### config.mk
export PLATFORM = sky130hd
export DESIGN_NAME = oam_dma_bus_arbiter_flat
export DESIGN_NICKNAME = d
export VERILOG_FILES = /design/src/rtl/cpu_pkg.sv /design/src/rtl/oam_dma_bus_arbiter_if.sv /design/src/rtl/oam_dma_engine.sv /design/src/rtl/oam_dma_bus_arbiter.sv /design/src/flat_wrapper.sv
export SDC_FILE = /design/constraint.sdc
export NUM_CORES = 1
export LEC_CHECK = 0
export CAP_MARGIN = 0
export CORE_AREA = 2 2 73 75
export CTS_BUF_LIST = sky130_fd_sc_hd__clkbuf_8
export DETAILED_ROUTE_END_ITERATION = 10
export DIE_AREA = 0 0 75 77
export PLACE_DENSITY = 0.87
export SLEW_MARGIN = 40
export SYNTH_ARGS = -nofsm -noshare
export SYNTH_HDL_FRONTEND = slang
export SYNTH_HIERARCHICAL = 1
export SYNTH_SLANG_ARGS = --single-unit
export TNS_END_PERCENT = 50
### constraint.sdc
create_clock -name clk -period 2.7 [get_ports clk]
set_clock_uncertainty 0.1 [all_clocks]
set_input_delay 0.54 -clock clk [delete_from_list [all_inputs] [get_ports clk]]
set_output_delay 0.54 -clock clk [all_outputs]
set_load 0.1 [all_outputs]
### src/rtl/cpu_pkg.sv
// Shared CPU-side types and constants for the OAM DMA path.
package cpu_pkg;

  typedef enum logic [1:0] {
    DmaIdle,
    DmaSetup,
    DmaActive
  } dma_state_e;

  localparam logic [15:0] DMA_REG_ADDR = 16'hFF46;

  // E0-FF sources alias the C000-DFFF work RAM through echo space.
  function automatic logic [7:0] dma_src_eff(input logic [7:0] src);
    return (src >= 8'hE0) ? src - 8'h20 : src;
  endfunction

endpackage

### src/rtl/oam_dma_bus_arbiter_if.sv
// CPU, low bus, high bus and OAM signals around the DMA arbiter.
interface oam_dma_bus_arbiter_if;
  logic [1:0]  t_cycle;
  logic        cpu_mem_enable;
  logic        cpu_mem_write;
  logic [15:0] cpu_addr;
  logic [7:0]  cpu_data_out;
  logic [7:0]  cpu_data_in;
  logic        bus_enable;
  logic        bus_write;
  logic [15:0] bus_addr;
  logic [7:0]  bus_data_out;
  logic [7:0]  bus_data_in;
  logic        hi_enable;
  logic        hi_write;
  logic [7:0]  hi_addr;
  logic [7:0]  hi_data_out;
  logic [7:0]  hi_data_in;
  logic        oam_write;
  logic [7:0]  oam_addr;
  logic [7:0]  oam_data;
  logic        dma_active;

  modport master (
    input  t_cycle, cpu_mem_enable, cpu_mem_write,
    input  cpu_addr, cpu_data_out,
    input  bus_data_in, hi_data_in,
    output cpu_data_in,
    output bus_enable, bus_write, bus_addr, bus_data_out,
    output hi_enable, hi_write, hi_addr, hi_data_out,
    output oam_write, oam_addr, oam_data, dma_active
  );

  modport slave (
    output t_cycle, cpu_mem_enable, cpu_mem_write,
    output cpu_addr, cpu_data_out,
    output bus_data_in, hi_data_in,
    input  cpu_data_in,
    input  bus_enable, bus_write, bus_addr, bus_data_out,
    input  hi_enable, hi_write, hi_addr, hi_data_out,
    input  oam_write, oam_addr, oam_data, dma_active
  );
endinterface

### src/rtl/oam_dma_engine.sv
// OAM DMA sequencer: source register, byte counter and OAM write port.
module oam_dma_engine
  import cpu_pkg::*;
#(
  parameter int DMA_LENGTH = 160
) (
  input  logic        clk,
  input  logic        reset,
  input  logic [1:0]  t_cycle,
  input  logic        reg_write,
  input  logic [7:0]  reg_data,
  input  logic [7:0]  bus_data_in,
  output logic        dma_own,
  output logic [15:0] dma_addr,
  output logic        dma_active,
  output logic [7:0]  source,
  output logic        oam_write,
  output logic [7:0]  oam_addr,
  output logic [7:0]  oam_data
);

  localparam logic [7:0] LAST = 8'(DMA_LENGTH - 1);

  dma_state_e state;
  logic [7:0] counter;
  logic       boundary;

  assign boundary = (t_cycle == 2'd3);

  // A restart keeps dma_active as-is so an owned bus stays blocked.
  always_ff @(posedge clk) begin
    if (reset) begin
      state      <= DmaIdle;
      counter    <= 8'h00;
      source     <= 8'h00;
      dma_active <= 1'b0;
    end else if (boundary) begin
      if (reg_write) begin
        state   <= DmaSetup;
        counter <= 8'h00;
        source  <= reg_data;
      end else begin
        unique case (state)
          DmaSetup: begin
            state      <= DmaActive;
            counter    <= 8'h00;
            dma_active <= 1'b1;
          end
          DmaActive: begin
            if (counter == LAST) begin
              state      <= DmaIdle;
              counter    <= 8'h00;
              dma_active <= 1'b0;
            end else begin
              counter <= counter + 8'd1;
            end
          end
          default: ;
        endcase
      end
    end
  end

  assign dma_own   = (state == DmaActive);
  assign dma_addr  = dma_own ? {dma_src_eff(source), counter} : 16'h0000;
  assign oam_write = dma_own && boundary && !reset;
  assign oam_addr  = dma_own ? counter : 8'h00;
  assign oam_data  = dma_own ? bus_data_in : 8'h00;

endmodule

### src/rtl/oam_dma_bus_arbiter.sv
// CPU bus arbiter: routes CPU accesses to low/high bus, defers to OAM DMA.
module oam_dma_bus_arbiter
  import cpu_pkg::*;
#(
  parameter int         DMA_LENGTH         = 160,
  parameter logic [7:0] BLOCKED_READ_VALUE = 8'hFF
) (
  input logic                  clk,
  input logic                  reset,
  oam_dma_bus_arbiter_if.master io
);

  logic        is_low;
  logic        is_reg;
  logic        is_hi;
  logic        reg_write;
  logic        cpu_low;
  logic        hi_sel;
  logic        dma_own;
  logic [15:0] dma_addr;
  logic [7:0]  source;

  assign is_low    = (io.cpu_addr[15:8] != 8'hFF);
  assign is_reg    = (io.cpu_addr == DMA_REG_ADDR);
  assign is_hi     = !is_low && !is_reg;
  assign reg_write = io.cpu_mem_enable && io.cpu_mem_write && is_reg;
  assign cpu_low   = io.cpu_mem_enable && is_low && !io.dma_active;
  assign hi_sel    = io.cpu_mem_enable && is_hi;

  oam_dma_engine #(
    .DMA_LENGTH(DMA_LENGTH)
  ) u_engine (
    .clk        (clk),
    .reset      (reset),
    .t_cycle    (io.t_cycle),
    .reg_write  (reg_write),
    .reg_data   (io.cpu_data_out),
    .bus_data_in(io.bus_data_in),
    .dma_own    (dma_own),
    .dma_addr   (dma_addr),
    .dma_active (io.dma_active),
    .source     (source),
    .oam_write  (io.oam_write),
    .oam_addr   (io.oam_addr),
    .oam_data   (io.oam_data)
  );

  always_comb begin
    io.bus_enable   = 1'b0;
    io.bus_write    = 1'b0;
    io.bus_addr     = 16'h0000;
    io.bus_data_out = 8'h00;
    io.hi_enable    = 1'b0;
    io.hi_write     = 1'b0;
    io.hi_addr      = 8'h00;
    io.hi_data_out  = 8'h00;
    io.cpu_data_in  = BLOCKED_READ_VALUE;
    if (dma_own) begin
      io.bus_enable = 1'b1;
      io.bus_addr   = dma_addr;
    end else if (cpu_low) begin
      io.bus_enable = 1'b1;
      io.bus_write  = io.cpu_mem_write;
      io.bus_addr   = io.cpu_addr;
      if (io.cpu_mem_write)
        io.bus_data_out = io.cpu_data_out;
    end
    if (hi_sel) begin
      io.hi_enable = 1'b1;
      io.hi_write  = io.cpu_mem_write;
      io.hi_addr   = io.cpu_addr[7:0];
      if (io.cpu_mem_write)
        io.hi_data_out = io.cpu_data_out;
    end
    if (io.cpu_mem_enable && !io.cpu_mem_write) begin
      unique case (1'b1)
        is_reg:  io.cpu_data_in = source;
        is_hi:   io.cpu_data_in = io.hi_data_in;
        cpu_low: io.cpu_data_in = io.bus_data_in;
        default: ;
      endcase
    end
  end

endmodule

### src/flat_wrapper.sv
// flat-port wrapper written by rule: the top's interface ports become plain ports
module oam_dma_bus_arbiter_flat import cpu_pkg::*;
#(
  parameter int         DMA_LENGTH         = 160,
  parameter logic [7:0] BLOCKED_READ_VALUE = 8'hFF
)
  (clk, reset, io_t_cycle, io_cpu_mem_enable, io_cpu_mem_write, io_cpu_addr, io_cpu_data_out, io_bus_data_in, io_hi_data_in, io_cpu_data_in, io_bus_enable, io_bus_write, io_bus_addr, io_bus_data_out, io_hi_enable, io_hi_write, io_hi_addr, io_hi_data_out, io_oam_write, io_oam_addr, io_oam_data, io_dma_active);
  oam_dma_bus_arbiter_if io_i ();
  input logic clk;
  input logic reset;
  input wire logic [$bits(io_i.t_cycle)-1:0] io_t_cycle;
  input wire logic [$bits(io_i.cpu_mem_enable)-1:0] io_cpu_mem_enable;
  input wire logic [$bits(io_i.cpu_mem_write)-1:0] io_cpu_mem_write;
  input wire logic [$bits(io_i.cpu_addr)-1:0] io_cpu_addr;
  input wire logic [$bits(io_i.cpu_data_out)-1:0] io_cpu_data_out;
  input wire logic [$bits(io_i.bus_data_in)-1:0] io_bus_data_in;
  input wire logic [$bits(io_i.hi_data_in)-1:0] io_hi_data_in;
  output wire logic [$bits(io_i.cpu_data_in)-1:0] io_cpu_data_in;
  output wire logic [$bits(io_i.bus_enable)-1:0] io_bus_enable;
  output wire logic [$bits(io_i.bus_write)-1:0] io_bus_write;
  output wire logic [$bits(io_i.bus_addr)-1:0] io_bus_addr;
  output wire logic [$bits(io_i.bus_data_out)-1:0] io_bus_data_out;
  output wire logic [$bits(io_i.hi_enable)-1:0] io_hi_enable;
  output wire logic [$bits(io_i.hi_write)-1:0] io_hi_write;
  output wire logic [$bits(io_i.hi_addr)-1:0] io_hi_addr;
  output wire logic [$bits(io_i.hi_data_out)-1:0] io_hi_data_out;
  output wire logic [$bits(io_i.oam_write)-1:0] io_oam_write;
  output wire logic [$bits(io_i.oam_addr)-1:0] io_oam_addr;
  output wire logic [$bits(io_i.oam_data)-1:0] io_oam_data;
  output wire logic [$bits(io_i.dma_active)-1:0] io_dma_active;
  assign io_i.t_cycle = io_t_cycle;
  assign io_i.cpu_mem_enable = io_cpu_mem_enable;
  assign io_i.cpu_mem_write = io_cpu_mem_write;
  assign io_i.cpu_addr = io_cpu_addr;
  assign io_i.cpu_data_out = io_cpu_data_out;
  assign io_i.bus_data_in = io_bus_data_in;
  assign io_i.hi_data_in = io_hi_data_in;
  assign io_cpu_data_in = io_i.cpu_data_in;
  assign io_bus_enable = io_i.bus_enable;
  assign io_bus_write = io_i.bus_write;
  assign io_bus_addr = io_i.bus_addr;
  assign io_bus_data_out = io_i.bus_data_out;
  assign io_hi_enable = io_i.hi_enable;
  assign io_hi_write = io_i.hi_write;
  assign io_hi_addr = io_i.hi_addr;
  assign io_hi_data_out = io_i.hi_data_out;
  assign io_oam_write = io_i.oam_write;
  assign io_oam_addr = io_i.oam_addr;
  assign io_oam_data = io_i.oam_data;
  assign io_dma_active = io_i.dma_active;
  oam_dma_bus_arbiter #(.DMA_LENGTH(DMA_LENGTH), .BLOCKED_READ_VALUE(BLOCKED_READ_VALUE)) u_core (.clk(clk), .reset(reset), .io(io_i));
endmodule
# Word-level counts from Yosys, hierarchy flattened
# Index checks and enable logic that the tools add are counted.
# Widths: inputs -> output; s select.
[word_totals]
inputBits = 46
register_bits = 19
[classes]
n_eq_ne = 8
n_bitwise = 1
n_reduce_logical = 20
mux = 26
n_lt_le_gt_ge = 1
addsub = 2
[ops]
columns = ["op", "count"]
rows = [
  ["$mux 8", 11],
  ["$mux 16", 2],
  ["$pmux 8 s3", 1],
  ["$eq 16x16->1 const B", 1],
  ["$pmux 8 s2", 1],
  ["$logic_and 1x1->1", 9],
  ["$add 8x1->8 const B", 1],
  ["$eq 8x8->1 const B", 1],
  ["$ge 8x8->1 const B", 1],
  ["$ne 8x8->1 const B", 1],
  ["$sub 8x6->8 const B", 1],
  ["$mux 1", 7],
  ["$logic_not 1->1", 5],
  ["$eq 2x2->1 const B", 2],
  ["$mux 2", 2],
  ["$pmux 2 s2", 1],
  ["$reduce_and 2->1", 2],
  ["$reduce_and 4->1", 1],
  ["$ne 3x1->1 const B", 1],
  ["$reduce_and 3->1", 1],
  ["$reduce_bool 3->1", 1],
  ["$eq 2x1->1 const B", 1],
  ["$ne 2x1->1 const B", 1],
  ["$pmux 1 s2", 1],
  ["other kinds (2)", 2],
]

# Logic depth before layout (Yosys ltp)
[depth]
word_depth = 5
depth_mapped = 9
ltp_nobuf = 7

# By module
# The synthesis kept the hierarchy.
[by_module_without_submodules]
columns = ["module", "cells_each", "area_each_um2", "instances"]
rows = [
  ["oam_dma_engine", 143, 1142.3, 1],
  ["oam_dma_bus_arbiter", 102, 744.5, 1],
]

# Worst setup path after synthesis
# No wires, ideal clock.
[synth_timing]
path_kind = "register -> output"
start = "register u_core.u_engine.dma_active"
end = "output port io_cpu_data_in[0]"
t_arrival_ps = 2933
n_path_buf = 0
path_slack_ps = -873
path_stages_with_launch = 4
cell_sequence = "dfxtp_1 > nand2b_1 > a211oi_2 > a32oi_1"
[synth_between]
elab_chain_len = 4
[synth_rtl]
columns = ["element", "line_no", "source"]
rows = [
  ["start: declaration", "oam_dma_engine.sv:15", "output logic dma_active,"],
  ["start signal: assignment", "oam_dma_engine.sv:36", "dma_active <= 1'b0;"],
  ["start signal: assignment", "oam_dma_engine.sv:47", "dma_active <= 1'b1;"],
  ["start signal: assignment", "oam_dma_engine.sv:53", "dma_active <= 1'b0;"],
  ["$logic_not 1->1", "oam_dma_bus_arbiter.sv:27", "assign cpu_low = io.cpu_mem_enable && is_low && !io.dma_active;"],
  ["$logic_and 1x1->1", "oam_dma_bus_arbiter.sv:27", ""],
  ["$pmux 8 s3", "oam_dma_bus_arbiter.sv:76", "unique case (1'b1)"],
  ["$mux 8", "oam_dma_bus_arbiter.sv:75", "if (io.cpu_mem_enable && !io.cpu_mem_write) begin"],
  ["end: declaration", "flat_wrapper.sv:18", "output wire logic [$bits(io_i.cpu_data_in)-1:0] io_cpu_data_in;"],
]
# Every way passes these cells.

# Worst setup path after layout
[layout_timing]
start = "register u_core.u_engine.state[0]"
end = "output port io_bus_addr[13]"
[layout_between]
elab_chain_len = 2
[layout_rtl]
columns = ["element", "line_no", "source"]
rows = [
  ["start: declaration", "oam_dma_engine.sv:24", "dma_state_e state;"],
  ["start signal: assignment", "oam_dma_engine.sv:33", "state <= DmaIdle;"],
  ["start signal: assignment", "oam_dma_engine.sv:39", "state <= DmaSetup;"],
  ["start signal: assignment", "oam_dma_engine.sv:45", "state <= DmaActive;"],
  ["$eq 2x2->1", "oam_dma_engine.sv:64", "assign dma_own = (state == DmaActive);"],
  ["named net u_core.dma_own", "oam_dma_bus_arbiter.sv:19", "logic dma_own;"],
  ["$mux 16", "oam_dma_bus_arbiter.sv:58", "if (dma_own) begin"],
  ["end: declaration", "flat_wrapper.sv:21", "output wire logic [$bits(io_i.bus_addr)-1:0] io_bus_addr;"],
]
# The timed path passes the listed nets, and every way through them passes these cells.

==> flow_metrics.tcl <==
set metrics [dict create \
    antenna_found_initial 0 \
    finalSetupViolations 0 \
    hp-class "reg -> reg" \
    die_width_microns 75 \
    holdBufCountCts 0 \
    synth_area_leaders "dfxtp_1 (20%), and2_1 (8.6%), a22o_1 (7.0%)" \
    rows 26 \
    cts_root_buf "clkbuf_8" \
    finalNonFillerCells 440 \
    clkSinkCount 19 \
    period_share_pct 99.6 \
    synth.net_count 295 \
    synth_cell_types 46 \
    maxSlewHeadroom_pct 70.1 \
    drt_wl_total_mm 10.3 \
    grt_pass1_wl_mm 15.2 \
    tns_ps 0 \
    track_usage_pct 34.9 \
    yosysWarnings 6 \
    dr.pass1.iters 6 \
    status "complete, no violations" \
    cap_violations 0 \
    io_pins 116 \
    syn_area_per_cell_sq_um 7.70 \
    cp_slowest_cell "dfxtp_1" \
    drc 0 \
    start_util_pct 37.9 \
    critPathRequiredTime_ps 2060 \
    final_cell_mix "buf_12 (70), clkdlybuf4s50_1 (27), and2_1 (26), nand2_1 (23), buf_4 (22)" \
    synth_cells 245 \
    grt_overflow 0 \
    endpoint_kind "primary output" \
    final_common_cell "buf_12" \
    die_area_sq_um 5780 \
    fin_crit_ps 2690 \
    power_density_nw_per_um2 230 \
    ys_ff_latch 19 \
    critPathTopFamily "buffers and inverters" \
    mappedNetlistArea_sq_um 1890 \
    nets 421 \
    crit_chain "inv_1 > ha_2 > buf_4 > nand2_1 > a21oi_1 > a22o_1 > buf_12" \
    slew_violations 0 \
    core_sq_um 4980 \
    tritoncts "yes" \
    grt_pass1_vias 2895 \
    seq_area_frac_synth_pct 20.2 \
    dpl.hpwl_mm 6.53 \
    worst_pin_slew_ps 448 \
    area_growth_pct 127 \
    crit_buf_inv 3 \
    viasPerCell 6.20 \
    chipHeight_microns 77 \
    fin_worst_hold_slack_ps 391 \
    synthFlopType "dfxtp_1" \
    total_power_w 0.000983 \
    cts_buffers 3 \
    startpoint_type "flop" \
    port_buffers 115 \
    arrival_ps 2050 \
    clk_latency_ps 270 \
    yosysTopAreaCell "dfxtp_1" \
    routedWlPerCell_microns 23.3 \
    first_iter_violations 331 \
    p_leak_nw 1.71 \
    ant_nets 0 \
    diodes 0 \
    htreeDepth 1 \
    place.gp.congestion 0.855 \
    critPathMaxFanout 25 \
    path_class "reg -> out" \
    synthDominantCellAreaShare_pct 20.2 \
    synth_edf_count 0 \
    clkTransAtPathRegs_ps 70 \
    placed_cells 429 \
    max_freq_ghz 0.372 \
    clockBufferDepth 2 \
    hold_viol_final 0 \
    peakVddDrop_uv 155 \
    ys_async_sr_fraction_pct 0 \
    cpPeakStageDelay_ps 330 \
    drive_above_1_share_pct 46.2 \
    grt_max_degree 26 \
    num_vias 2730 \
]
## power breakdown
group	switching, W	internal, W	leakage (nW)	total [W]
combinational	0.000300	0.000199	1.53	0.000499
clock	0.000103	0.000102	0.0269	0.000204
sequential	0.000000000444	0.000280	0.153	0.000280
total	0.000402	0.000581	1.71	0.000983
## state kept, by name, summed over array words and instances, names as in the netlist
register	cells
u_core/u_engine/state	2
u_core/u_engine/source	8
u_core/u_engine/counter	8
u_core/u_engine/dma_active	1
## routing by layer
layer  wire length, microns  part of all wire, %  global-route usage (%)
met1                   3400                   33                    37.9
met2                   5140                   50                    60.4
met3                   1050                   10                    6.18
met4                    674                  6.6                    21.1
met5                      0                    0                       0
## kinds of logic (layout without fill, tap and decap cells)
logic type / after synthesis / count (layout) / share of synthesized area [%]
AOI/OAI and AO/OA: 63 / 63 / 25.6
xor gates and xnor gates: 5 / 5 / 2.32
adders and majority gates: 4 / 4 / 2.65
buffers and inverters: 39 / 164 / 11.5
DFF: 19 / 19 / 20.2
and+or+nand+nor: 115 / 115 / 37.8
## tightest hold or removal path, stage by stage, from the launching register on
cell,delay (ps)
dfxtp_2,340
o41ai_1,60
a21oi_1,60
## synthesized netlist by cell type, drive strengths merged, types with 5 or more instances
cell type	n
and2	28
a22o	16
nor2	6
clkbuf	7
and4	12
o21ai	12
nand3	11
dfxtp	19
a21oi	16
buf	20
inv	12
a32oi	8
and3	16
nand2	25
a31oi	5
## area by class of cell
cell class                      instances  area, sq um
Timing Repair Buffer                  148         2120
Multi-Input combinational cell        187         1590
Fill cell                             208          703
Sequential cell                        19          382
Tap cell                               70         87.6
Inverter                               12         45.0
Clock buffer                            3         41.3
Clock inverter                          1         3.75
## path summary, 6_finish.rpt
| path | startpoint | endpoint | slack [ps] | cells after the start |
|---|---|---|---|---|
| max | u_core/u_engine/state[0] | io_bus_addr[13] | 10 | 7 |
| min | u_core/u_engine/dma_active | u_core/u_engine/dma_active | 390 | 2 |
| max reg2reg | u_core/u_engine/state[0] | u_core/u_engine/counter[4] | 830 | 7 |
| min reg2reg | u_core/u_engine/dma_active | u_core/u_engine/dma_active | 390 | 2 |
## metrics by stage
| stage | util, % | area (sq um) | worst slack, ps |
|---|---|---|---|
| 3_5_place_dp | 79.1 | 3940 | -410 |
| 3_3_place_gp | 79.1 | 3940 | -308 |
| 6_report | 85.9 | 4270 | 9.90 |
| 4_1_cts | 85.2 | 4240 | 16.2 |
| 5_1_grt | 85.9 | 4270 | -24.7 |
| 2_1_floorplan | - | 1970 | -189 |
## repair_timing
item                                    CTS  global route
endpoints found under the setup margin   52            50
endpoints found under the hold margin     0             0
resized for setup                        74            11
cloned                                    2             0
pin swaps                                18             3
buffers inserted                          5             0
Power figures use the tool's default switching activity.
